===== config.mk =====
export PLATFORM = sky130hd
export DESIGN_NAME = idct_block_sequencer
export DESIGN_NICKNAME = d
export VERILOG_FILES = /design/src/rtl/idct_block_sequencer.sv
export SDC_FILE = /design/constraint.sdc
export NUM_CORES = 1
export LEC_CHECK = 0
export BUFFER_PORTS_ARGS = -buffer_cell sky130_fd_sc_hd__buf_2
export CAP_MARGIN = 20
export CELL_PAD_IN_SITES_DETAIL_PLACEMENT = 1
export CELL_PAD_IN_SITES_GLOBAL_PLACEMENT = 1
export CORE_ASPECT_RATIO = 0.8
export CORE_MARGIN = 2
export CORE_UTILIZATION = 42
export DETAILED_ROUTE_END_ITERATION = 8
export GPL_TIMING_DRIVEN = 0
export MAX_ROUTING_LAYER = met4
export PLACE_DENSITY = 0.71
export SYNTH_ARGS = -nofsm -noshare
export SYNTH_HDL_FRONTEND = slang
export SYNTH_SLANG_ARGS = --single-unit

===== constraint.sdc =====
create_clock -name clock -period 5.67 [get_ports clock]
set_input_delay 1.134 -clock clock [delete_from_list [all_inputs] [get_ports clock]]
set_output_delay 1.134 -clock clock [all_outputs]
set_load 0.01 [all_outputs]

===== src/rtl/idct_block_sequencer.sv =====
// Single-buffered 8x8 block sequencer: loads 64 coefficients, runs one Fast_IDCT core over them, drains the result.
// Optional macro IDCT_CYCLE_COUNT_EN adds run_cycles (START+RUN cycles of the last completed block).
module idct_block_sequencer #(
    parameter int          DATA_W    = 16,
    parameter logic [31:0] BASE_ADDR = 32'h0000_0000,
    parameter int          TIMEOUT   = 4096
) (
    input  logic              clock,
    input  logic              reset,
    input  logic              in_valid,
    output logic              in_ready,
    input  logic [DATA_W-1:0] in_data,
    output logic              out_valid,
    input  logic              out_ready,
    output logic [DATA_W-1:0] out_data,
    output logic              out_last,
    output logic              core_reset_n,
    output logic              core_start,
    input  logic              core_done,
    input  logic              core_oe,
    input  logic              core_we,
    input  logic [31:0]       core_addr,
    input  logic [DATA_W-1:0] core_wdata,
    input  logic [4:0]        core_size,
    output logic [DATA_W-1:0] core_rdata,
    output logic              core_rdy,
    output logic              busy,
    output logic              err
`ifdef IDCT_CYCLE_COUNT_EN
    ,
    output logic [31:0]       run_cycles
`endif
);

    localparam int              WD_W    = $clog2(TIMEOUT + 1);
    localparam logic [WD_W-1:0] WD_LAST = WD_W'(TIMEOUT - 1);
    localparam logic [WD_W-1:0] WD_ONE  = WD_W'(1);

    typedef enum logic [2:0] {
        S_LOAD    = 3'd0,
        S_START   = 3'd1,
        S_RUN     = 3'd2,
        S_RECOVER = 3'd3,
        S_DRAIN   = 3'd4
    } state_t;

    state_t            state_q;
    logic [5:0]        idx_q;
    logic              err_q;
    logic [WD_W-1:0]   wdog_q;
    logic              rec_q;
    logic [DATA_W-1:0] buf_q [64];

    logic [31:0]       offset_s;
    logic              in_range_s;
    logic [5:0]        cidx_s;
    logic [DATA_W-1:0] mask_s;
    logic              run_s;
    logic              rd_s;
    logic              wr_s;
    logic              acc_err_s;
    logic              buf_we_s;
    logic [5:0]        buf_widx_s;
    logic [DATA_W-1:0] buf_wdata_s;

    // Bit b of the mask is set when b < size, so any size >= DATA_W yields all ones.
    function automatic logic [DATA_W-1:0] size_mask(input logic [4:0] size);
        logic [DATA_W-1:0] m;
        m = {DATA_W{1'b0}};
        for (int b = 0; b < DATA_W; b++) begin
            m[b] = (b < int'(size)) ? 1'b1 : 1'b0;
        end
        return m;
    endfunction

    // Decode of the core's memory port; only live while the core owns the buffer.
    always_comb begin
        offset_s   = core_addr - BASE_ADDR;
        in_range_s = (offset_s < 32'd128) && (offset_s[0] == 1'b0);
        cidx_s     = offset_s[6:1];
        mask_s     = size_mask(core_size);
        run_s      = (state_q == S_RUN);
        rd_s       = run_s && core_oe && !core_we;
        wr_s       = run_s && core_we && !core_oe;
        acc_err_s  = run_s && ((core_oe && core_we) || ((core_oe != core_we) && !in_range_s));
        core_rdy   = run_s && (core_oe || core_we);
        if (rd_s && in_range_s) begin
            core_rdata = buf_q[cidx_s] & mask_s;
        end else begin
            core_rdata = {DATA_W{1'b0}};
        end
    end

    // Single write port shared by the input stream (LOAD) and the core (RUN).
    always_comb begin
        buf_we_s    = 1'b0;
        buf_widx_s  = idx_q;
        buf_wdata_s = in_data;
        if ((state_q == S_LOAD) && in_valid && !reset) begin
            buf_we_s = 1'b1;
        end else if (wr_s && in_range_s) begin
            buf_we_s    = 1'b1;
            buf_widx_s  = cidx_s;
            buf_wdata_s = core_wdata & mask_s;
        end else begin
            buf_we_s = 1'b0;
        end
    end

    // Coefficient buffer storage; contents are don't-care after reset.
    always_ff @(posedge clock) begin
        if (buf_we_s) begin
            buf_q[buf_widx_s] <= buf_wdata_s;
        end
    end

    // Block sequencing state machine with run watchdog and sticky error.
    always_ff @(posedge clock or posedge reset) begin
        if (reset) begin
            state_q <= S_LOAD;
            idx_q   <= 6'd0;
            err_q   <= 1'b0;
            wdog_q  <= {WD_W{1'b0}};
            rec_q   <= 1'b0;
        end else begin
            case (state_q)
                S_LOAD: begin
                    if (in_valid) begin
                        if (idx_q == 6'd63) begin
                            state_q <= S_START;
                            idx_q   <= 6'd0;
                        end else begin
                            idx_q <= idx_q + 6'd1;
                        end
                    end
                end
                S_START: begin
                    wdog_q  <= {WD_W{1'b0}};
                    state_q <= S_RUN;
                end
                S_RUN: begin
                    if (acc_err_s) begin
                        err_q <= 1'b1;
                    end
                    if (core_done) begin
                        state_q <= S_DRAIN;
                        idx_q   <= 6'd0;
                    end else if (wdog_q == WD_LAST) begin
                        err_q   <= 1'b1;
                        state_q <= S_RECOVER;
                        rec_q   <= 1'b0;
                    end else begin
                        wdog_q <= wdog_q + WD_ONE;
                    end
                end
                S_RECOVER: begin
                    if (rec_q) begin
                        state_q <= S_LOAD;
                        idx_q   <= 6'd0;
                        rec_q   <= 1'b0;
                    end else begin
                        rec_q <= 1'b1;
                    end
                end
                S_DRAIN: begin
                    if (out_ready) begin
                        if (idx_q == 6'd63) begin
                            state_q <= S_LOAD;
                            idx_q   <= 6'd0;
                        end else begin
                            idx_q <= idx_q + 6'd1;
                        end
                    end
                end
                default: begin
                    state_q <= S_LOAD;
                    idx_q   <= 6'd0;
                end
            endcase
        end
    end

    // Stream and core handshakes decoded from the state register.
    always_comb begin
        in_ready     = (state_q == S_LOAD) && !reset;
        out_valid    = (state_q == S_DRAIN);
        out_last     = out_valid && (idx_q == 6'd63);
        if (out_valid) begin
            out_data = buf_q[idx_q];
        end else begin
            out_data = {DATA_W{1'b0}};
        end
        core_start   = (state_q == S_START);
        core_reset_n = !reset && (state_q != S_RECOVER);
        busy         = (state_q != S_LOAD);
        err          = err_q;
    end

`ifdef IDCT_CYCLE_COUNT_EN
    logic [31:0] run_cnt_q;
    logic [31:0] run_cycles_q;

    // START counts as cycle 1; the done cycle is included when the result is latched.
    always_ff @(posedge clock or posedge reset) begin
        if (reset) begin
            run_cnt_q    <= 32'd0;
            run_cycles_q <= 32'd0;
        end else if (state_q == S_START) begin
            run_cnt_q <= 32'd1;
        end else if (state_q == S_RUN) begin
            run_cnt_q <= run_cnt_q + 32'd1;
            if (core_done) begin
                run_cycles_q <= run_cnt_q + 32'd1;
            end
        end
    end

    assign run_cycles = run_cycles_q;
`endif

endmodule


==> impl_metrics.tcl <==
set metrics [dict create \
    run_status "complete, but fails checks" \
    violations "negative setup slack" \
    ys_ff_latch 1048 \
    antenna_found_initial 22 \
    slew_viol_final 0 \
    io_buffers 113 \
    async_flop_share_pct 2.290 \
    power_density_nw_per_um2 408.0 \
    switchingPower_mw 8.769 \
    crit_start "core_addr[2]" \
    yosysWarnings 0 \
    seq_area_frac_synth_pct 62.15 \
    seq_power_share_pct 36.3 \
    rsz0062_at_grt "yes" \
    netlist_area_um2 50450 \
    arrival_ps 4740 \
    start_util_pct 42.43 \
    syn_to_final_growth_pct 16.91 \
    cts-buffers-inserted 111 \
    grt_pass1_wl_um 310400 \
    drv_cap 0 \
    ant_nets 0 \
    wl_per_cell_um 45.91 \
    grt_pass1_vias 34900 \
    clockBufferDepth 3 \
    final_layout_size_suffix_gt1_share_pct 30.67 \
    chipWidth_um 391.5 \
    cp_common_cell "buf_2" \
    multi_input_area_um2 18140 \
    path_cells "buf_2 -> buf_2 -> and2_1 -> clkbuf_1 -> clkbuf_1 -> buf_8 -> a22oi_1 -> nand3_1 -> nand4_1 -> a21oi_4 -> nor3b_1 -> buf_2" \
    vdd_ir_drop_max_mv 0.2887 \
    synth_edf_count 1024 \
    critPathMaxStageDelay_ps 600 \
    whs_ps 344.4 \
    crit_family "buffers and inverters" \
    power_leakage_nw 19.43 \
    cp_data_required_time_ps 4540 \
    min_period_over_period_pct 103.5 \
    setup_viol 19 \
    syn_inst 3049 \
    track_usage_pct 38.94 \
    first_pass_iters 6 \
    fill_cells 11210 \
    crit_slowest_cell "clkbuf_1" \
    grt_util_met1_pct 52.08 \
    drc 0 \
    synth_top_area_share_pct 60.96 \
    via_per_inst 7.176 \
    rows 113 \
    cts_setup_buffers 0 \
    gp_congestion 1.076 \
    ioPinCount 116 \
    fmax_mhz 170.3 \
    clkTransAtPathRegs_ps 70 \
    timing.rr.start "idx_q[0]$_DFFE_PP0P_" \
    cp-end-kind "output pin" \
    worst_slack_ps -200.5 \
    synth_flop_cell "edfxtp_1" \
    overflow 0 \
    synth.area.top_cells "edfxtp_1 (61%), mux4_2 (16%), mux2i_1 (5.7%)" \
    cts.root.buffer_cell "clkbuf_16" \
    min_period_ps 5870 \
    placed_cell_area_um2 55110 \
    r2r_slack_ps 1190 \
    crit_buf_inv 6 \
    grt_max_degree 65 \
    clock_power_share_pct 30.2 \
    busiest_layer "met1" \
    grt_use_met3_pct 18.96 \
    worst_slew_pin_slew_ps 1252 \
    final_hold_viol_count 0 \
    vias 36530 \
    switching_share_pct 36.45 \
    crit_type "in2out" \
    hold_path_class "in2async" \
    cp_max_fo 10 \
    comb_power_share_pct 33.5 \
    cp-start-kind "input pin" \
    design_area_um2 58980 \
    clkLatencyLatePin_ps 790 \
    synth_area_leader_cell "edfxtp_1" \
    p_int_mw 15.29 \
    use_met2_pct 49.96 \
    finClkSkew_ps 41.47 \
    synth.net_count 3129 \
    finalNetCount 3457 \
    fp.dieH_um 314.0 \
    dieArea_um2 122900 \
    wirelength_um 233700 \
    dpl.hpwl_um 168900 \
    final_cell_mix "edfxtp_1 (1024), mux4_2 (363), mux2i_1 (289), buf_2 (155), a22oi_1 (153)" \
    tritoncts "done" \
    core_um2 118900 \
    clock_sinks 1048 \
    drtIter0Drc 7451 \
    syn_avg_cell_area_um2 16.55 \
    cts_max_level 3 \
    yosysUniqueCellTypes 69 \
    final_common_cell "edfxtp_1" \
    relSlewSlack_pct 16.51 \
    seq_area_um2 31350 \
]
-- cells in the mapped netlist, types with 28 or more instances --
cell type,number
a21oi_1,89
a22oi_1,153
a31oi_1,43
buf_2,61
buf_4,38
clkbuf_1,97
edfxtp_1,1024
mux2i_1,289
mux4_2,363
nand2_1,138
nand3_1,58
nor2_1,152
nor3_1,55
o211ai_1,28
o21ai_0,56
o22ai_1,40
-- repair_timing --
action,in CTS,in global routing
pin swaps,2,1
gates resized for setup,85,37
hold buffers,0,0
gates cloned,0,0
endpoints found under the setup margin,28,21
-- worst reg2reg max path: cells and delay by family (launching register included) --
kind	cells	cell delay, ps
compound gates	1	520
buf+inv	7	2110
flops	1	550
simple gates	2	1010
-- logic make-up after synthesis --
kind of cell / Yosys count / synth area share, %
XOR/XNOR: 10 / 0.1736
multiplexers: 687 / 22.99
flip-flops: 1048 / 62.15
buffers and inverters: 264 / 2.775
AO/OA/AOI/OAI: 521 / 7.056
AND/OR/NAND/NOR: 515 / 4.760
adder cells (fa/ha/maj): 4 / 0.09922
-- cell type report --
| class | count | area share, % |
|---|---|---|
| Tap cell | 1610 | 3.416 |
| Inverter | 22 | 0.1400 |
| Multi-Input combinational cell | 1737 | 30.77 |
| Buffer | 238 | 2.489 |
| Timing Repair Buffer | 219 | 4.080 |
| Antenna cell | 11 | 0.04667 |
| Sequential cell | 1048 | 53.16 |
| Clock buffer | 135 | 4.896 |
| Clock inverter | 70 | 1.008 |
-- path summary, 6_finish.rpt --
kind / depth (start not counted) / to
max: 12 / core_rdata[10]
min: 2 / state_q[1]$_DFFE_PP0P_
max reg2reg: 10 / buf_q[19][2]$_DFFE_PP_
min reg2reg: 1 / err$_DFFE_PP0P_
max in group asynchronous: 3 / idx_q[0]$_DFFE_PP0P_
min in group clock: 1 / err$_DFFE_PP0P_
-- layer usage --
| layer | part of all wire [%] | wire length, um |
|---|---|---|
| met5 | 0 | 0 |
| met4 | 4.9 | 11550 |
| met3 | 18 | 41020 |
| met2 | 40 | 92800 |
| met1 | 38 | 88300 |
-- flip-flops by register name, summed over array words and instances (netlist names) --
name     flops
buf_q     1024
err          1
idx_q        6
rec_q        1
state_q      3
wdog_q      13
-- power groups by stage --
stage / registers (mW) / logic (mW) / clock network (mW)
2_1_floorplan: 8.85 / 4.31 / 0
3_3_place_gp: 8.91 / 7.35 / 0
5_1_grt: 8.73 / 8.10 / 7.50
6_report: 8.73 / 8.07 / 7.26
4_1_cts: 8.72 / 7.66 / 7.21
3_5_place_dp: 8.88 / 7.59 / 0
-- through the flow --
step | setup TNS (ps) | setup slack [ps] | utilization [%] | cells | total power, mW
finish | -1484 | -200.5 | 49.60 | 5090 | 24.06
global placement | -2522160 | -5960 | 44.60 | 4772 | 16.26
CTS | 0 | 3.682 | 49.44 | 5072 | 23.59
global route | -14.44 | -9.459 | 49.59 | 5087 | 24.34
detailed placement | -7847 | -1070 | 46.35 | 4870 | 16.47
floorplan | 0 | 88.90 | - | 3049 | 13.16
(Power assumes the default switching activity.)
